[src/rtl/additive_inverse_processor.sv]
// Fixed-program datapath: load x, form y = ~x + imm, test x + y for zero, restore x.
// A 7-state sequencer advances unconditionally once per clock after reset.
module additive_inverse_processor #(
  parameter int WIDTH = 4
) (
  input  logic             clk,
  input  logic             reset,
  input  logic [WIDTH-1:0] imm,
  output logic [WIDTH-1:0] x,
  output logic [WIDTH-1:0] y,
  output logic             zero
);

  typedef enum logic [2:0] {
    S0 = 3'd0,
    S1 = 3'd1,
    S2 = 3'd2,
    S3 = 3'd3,
    S4 = 3'd4,
    S5 = 3'd5,
    S6 = 3'd6
  } state_t;

  state_t state_q, state_d;

  // datapath controls, decoded from the state being left on this edge
  logic ld_x_imm, ld_x_sum, clr_y, inv_y, inc_y, ld_zero;

  logic [WIDTH-1:0] sum;
  logic [WIDTH-1:0] y_inc;

  assign sum   = x + y;
  assign y_inc = y + imm;

  always_ff @(posedge clk or negedge reset) begin
    if (!reset) state_q <= S0;
    else        state_q <= state_d;
  end

  always_comb begin
    state_d  = S0;
    ld_x_imm = 1'b0;
    ld_x_sum = 1'b0;
    clr_y    = 1'b0;
    inv_y    = 1'b0;
    inc_y    = 1'b0;
    ld_zero  = 1'b0;
    case (state_q)
      S0: begin state_d = S1; ld_x_imm = 1'b1; clr_y = 1'b1; end
      S1: begin state_d = S2; inv_y = 1'b1; end
      S2: state_d = S3;
      S3: begin state_d = S4; inc_y = 1'b1; end
      S4: begin state_d = S5; ld_x_sum = 1'b1; ld_zero = 1'b1; end
      S5: begin state_d = S6; ld_x_imm = 1'b1; end
      S6: state_d = S0;
      // stray encodings recover to S0 without touching the registers
      default: state_d = S0;
    endcase
  end

  always_ff @(posedge clk or negedge reset) begin
    if (!reset) begin
      x    <= '0;
      y    <= '0;
      zero <= 1'b0;
    end else begin
      if (ld_x_imm)      x <= imm;
      else if (ld_x_sum) x <= sum;
      if (clr_y)         y <= '0;
      else if (inv_y)    y <= ~x;
      else if (inc_y)    y <= y_inc;
      if (ld_zero)       zero <= (sum == '0);
    end
  end

endmodule

[config.mk]
export PLATFORM = sky130hd
export DESIGN_NAME = additive_inverse_processor
export DESIGN_NICKNAME = d
export VERILOG_FILES = /design/src/rtl/additive_inverse_processor.sv
export SDC_FILE = /design/constraint.sdc
export NUM_CORES = 1
export LEC_CHECK = 0
export ABC_CLOCK_PERIOD_IN_PS = 1800
export BUFFER_PORTS_ARGS = -buffer_cell sky130_fd_sc_hd__buf_4
export CAP_MARGIN = 5
export CORE_MARGIN = 1
export CORE_UTILIZATION = 30
export CTS_BUF_LIST = sky130_fd_sc_hd__clkbuf_4 sky130_fd_sc_hd__clkbuf_8
export DETAILED_ROUTE_END_ITERATION = 6
export PLACE_DENSITY = 0.59
export SLEW_MARGIN = 20
export SYNTH_ARGS = -nofsm -noshare
export SYNTH_HDL_FRONTEND = slang
export SYNTH_SLANG_ARGS = --single-unit
[constraint.sdc]
create_clock -name clk -period 1.8 [get_ports clk]
set_input_delay 0.36 -clock clk [delete_from_list [all_inputs] [get_ports clk]]
set_output_delay 0.36 -clock clk [all_outputs]
set_load 0.03 [all_outputs]
==> impl_metrics.py <==
metrics = {
    "power_and_ir_drop": {
        "design_power_total_mw": 0.878,
        "clkPwrFrac": 0.258,
        "switching_power_mw": 0.299,
        "power.density_cell_area_mw_per_mm2": 785,
        "power.combinational.fraction": 0.364,
        "power.sequential.fraction": 0.378,
        "peakVddDrop_uv": 514,
        "net_switching_share_of_the_total_power": 0.341,
        "power_report.internal_total_mw": 0.579,
        "leakagePower_nw": 0.493,
    },
    "route": {
        "antenna_left": 0,
        "detailroute.via_count": 731,
        "routed_wirelength_mm": 2.03,
        "routedWlPerCell_um": 14.5,
        "drt-initial-drc-count": 13,
        "drt_drc_violations_left": 0,
        "first_pass_iters": 4,
        "via_per_inst": 5.22,
    },
    "sta": {
        "finalWorstSetupSlack_ps": 54.4,
        "rsz0062_at_grt": "yes",
        "timing.final.setup_violations": 0,
        "tightestPinTransition_ps": 621,
        "finalCritPeriodShare": 0.970,
        "max_freq_mhz": 573,
        "timing.final.hold_violations": 0,
        "maxSlewHeadroom": 0.585,
        "max_slew_violation_count": 0,
        "post_route_skew_ps": 7.99,
        "final.min_clock_period_ps": 1750,
    },
    "placed_design": {
        "post-place-cells": 130,
        "dp.final_hpwl_mm": 1.48,
        "place_congestion": 0.808,
        "port-buffer-count": 14,
        "place_worst_setup_slack_ps": 36.3,
    },
    "finish": {
        "fill_cells": 279,
        "nNetsFinal": 125,
        "insertedDiodeCount": 0,
        "area_delta_synth_final_pct": 31.7,
        "multi_input_logic_area_um2": 554,
        "fraction_of_layout_cells_with_a_size_suffix_above_1": 0.373,
        "post_route_insts_no_fill": 140,
        "regArea_um2": 307,
    },
    "global_route": {
        "grt_pass1_vias": 717,
        "grtUsageTotal": 0.165,
        "grt.overflow.total": 0,
        "grt_first_pass_wirelength_mm": 3.41,
        "pin_count_of_the_biggest_net_entering_global_routing": 16,
        "antenna_found_initial": 0,
    },
    "floorplanning": {
        "core.rowCount": 18,
        "starting_utilization_of_the_core_area": 0.330,
        "core_mm2": 0.00257,
        "ios": 15,
        "die_w_um": 55.2,
        "dieArea_mm2": 0.00304,
        "overall_die_height_um": 55.2,
    },
    "clocking": {
        "clock_tree.root_cell": "sky130_fd_sc_hd__clkbuf_4",
        "ctsLongestPathBuffers": 2,
        "cts.sink_count": 12,
        "clk_pin_slew_worst_paths_ps": 80,
        "cts_buffers": 3,
        "clk_latency_ps": 290,
        "ctsHtreeMaxLevel": 1,
        "cts_tree": "done",
    },
    "hold_path": {
        "hold_class": "input port to flip-flop",
        "timing.hold.worst_path_depth": 3,
    },
    "logic_synthesis": {
        "postSynthNetCount": 103,
        "ys_ff_latch": 12,
        "synth-main-ff-cell": "sky130_fd_sc_hd__dfrtp_1",
        "synth_area_leader_cell": "sky130_fd_sc_hd__dfrtp_1",
        "postSynth.asyncResetShare": 1.00,
        "edff_count_synth": 0,
        "synthesis.instances": 89,
        "synth.top_cells.by_area": "sky130_fd_sc_hd__dfrtp_1 35%, sky130_fd_sc_hd__o21ai_0 9.4%, sky130_fd_sc_hd__ha_1 8.8%, sky130_fd_sc_hd__fa_1 4.7%, sky130_fd_sc_hd__a22oi_1 3.5%",
        "syn-cell-area_um2": 848,
        "ys.warnings.count": 0,
        "post-synth-top-count-cell": "sky130_fd_sc_hd__o21ai_0",
        "synthesized_area_per_cell_um2": 9.53,
        "synth_top_area_frac": 0.354,
        "ys_seq_area_frac": 0.354,
        "synth_cell_type_count": 28,
        "synth.cells.most_frequent": "16 x sky130_fd_sc_hd__o21ai_0, 12 x sky130_fd_sc_hd__dfrtp_1, 7 x sky130_fd_sc_hd__nand2_1",
    },
    "setup_path": {
        "capturing_point_of_the_worst_reg2reg_path": "x[3]",
        "worst-r2r-setup-slack_ps": 50,
        "crit_path_start_kind": "flip-flop",
        "critical_path.max_fanout": 3,
        "worst-setup-path-type": "flip-flop to flip-flop",
        "r2r_cells": 5,
        "worstSetupStartpoint": "y[2]",
        "worst-endpoint-arrival_ps": 1920,
        "critical_path.reg2reg.startpoint": "y[2]",
        "worstPathRequired_ps": 1980,
        "timing.critical_path.to_type": "flip-flop",
        "worstSetupEndpoint": "x[3]",
    },
    "status": {
        "status": "finished clean",
    },
    "run": {
        "max_cap_viol_count": 0,
    },
}
## worst min-delay path by stage
stage | from | endpoint | slack [ps]
final | imm[0] | x[0] | 400
after global placement | reset | state_q[1] | 210
after floorplan | reset | state_q[0] | 60
after CTS | imm[0] | x[0] | 400
after global routing | reset | state_q[1] | 440
after detailed placement | reset | state_q[1] | 210
## layout make-up
| cell class | instances | share of cell area |
|---|---|---|
| Timing Repair Buffer | 22 | 0.150 |
| Sequential cell | 12 | 0.274 |
| Multi-Input combinational cell | 68 | 0.496 |
| Tap cell | 30 | 0.0336 |
| Inverter | 4 | 0.0134 |
| Clock buffer | 4 | 0.0325 |
## worst max-delay path, cell delays in order (launching register included)
cell and delay, ps:
sky130_fd_sc_hd__dfrtp_2 430, sky130_fd_sc_hd__ha_4 260, sky130_fd_sc_hd__and3_4 170, sky130_fd_sc_hd__or3_4 370, sky130_fd_sc_hd__nand3_2 70, sky130_fd_sc_hd__or3b_1 340
## cells in the final DEF (no fill, tap or decap), types with 2 or more instances in the layout
cell type and instances:
sky130_fd_sc_hd__inv_1 4, sky130_fd_sc_hd__a21oi_1 3, sky130_fd_sc_hd__nand3b_1 2, sky130_fd_sc_hd__dfrtp_1 7
sky130_fd_sc_hd__a22oi_1 4, sky130_fd_sc_hd__nor2b_1 2, sky130_fd_sc_hd__o21ai_0 15, sky130_fd_sc_hd__fa_2 2
sky130_fd_sc_hd__a21o_1 2, sky130_fd_sc_hd__dfrtp_2 5, sky130_fd_sc_hd__buf_4 21, sky130_fd_sc_hd__xnor2_1 2
sky130_fd_sc_hd__nand2b_1 4, sky130_fd_sc_hd__ha_2 2, sky130_fd_sc_hd__a22o_1 3, sky130_fd_sc_hd__ha_1 2
sky130_fd_sc_hd__ha_4 2, sky130_fd_sc_hd__nor2_1 3, sky130_fd_sc_hd__clkbuf_4 3, sky130_fd_sc_hd__nand2_1 7
## cell families (layout without fill, tap and decap cells)
| logic type | count (synthesis) | count (layout) | share of synthesized area |
|---|---|---|---|
| mux | 2 | 2 | 0.0251 |
| buf+inv | 9 | 30 | 0.0428 |
| xor+xnor | 5 | 5 | 0.0679 |
| simple gates | 24 | 24 | 0.168 |
| compound gates | 29 | 29 | 0.206 |
| flops | 12 | 12 | 0.354 |
| fa+ha+maj | 8 | 8 | 0.136 |
## per-stage QoR
stage / hold slack, ps / area, um2 / util / TNS, ps
floorplan: 64.4 / 880 / - / 0
global placement: 213 / 1020 / 0.396 / 0
detailed placement: 214 / 1020 / 0.396 / 0
CTS: 400 / 1060 / 0.414 / 0
global route: 439 / 1120 / 0.435 / -27.4
finish: 396 / 1120 / 0.435 / 0
## routing by layer
layer  vias to the layer above  global-route usage  share of wire
li1                        356                   -              -
met1                       352               0.216           0.44
met2                        18               0.261           0.50
met3                         5              0.0246          0.029
met4                         0              0.0875          0.024
met5                         -                   0              0
## power by group through the flow
stage	Combinational, mW	Sequential (mW)	Clock, mW
6_report	0.319	0.332	0.226
5_1_grt	0.351	0.336	0.249
4_1_cts	0.286	0.335	0.231
3_5_place_dp	0.282	0.341	0
3_3_place_gp	0.276	0.339	0
2_1_floorplan	0.145	0.381	0
## repair_timing
action,CTS,global route
gates resized for setup,0,6
hold buffers,1,0
buffers inserted,0,5
endpoints found under the setup margin,0,3
hold endpoints to repair,12,0
## sequential cells by signal (all words and copies together) (netlist names)
name / flops
state_q: 3
x: 4
y: 4
zero: 1
Note: power is estimated with default switching activity, not from simulation.
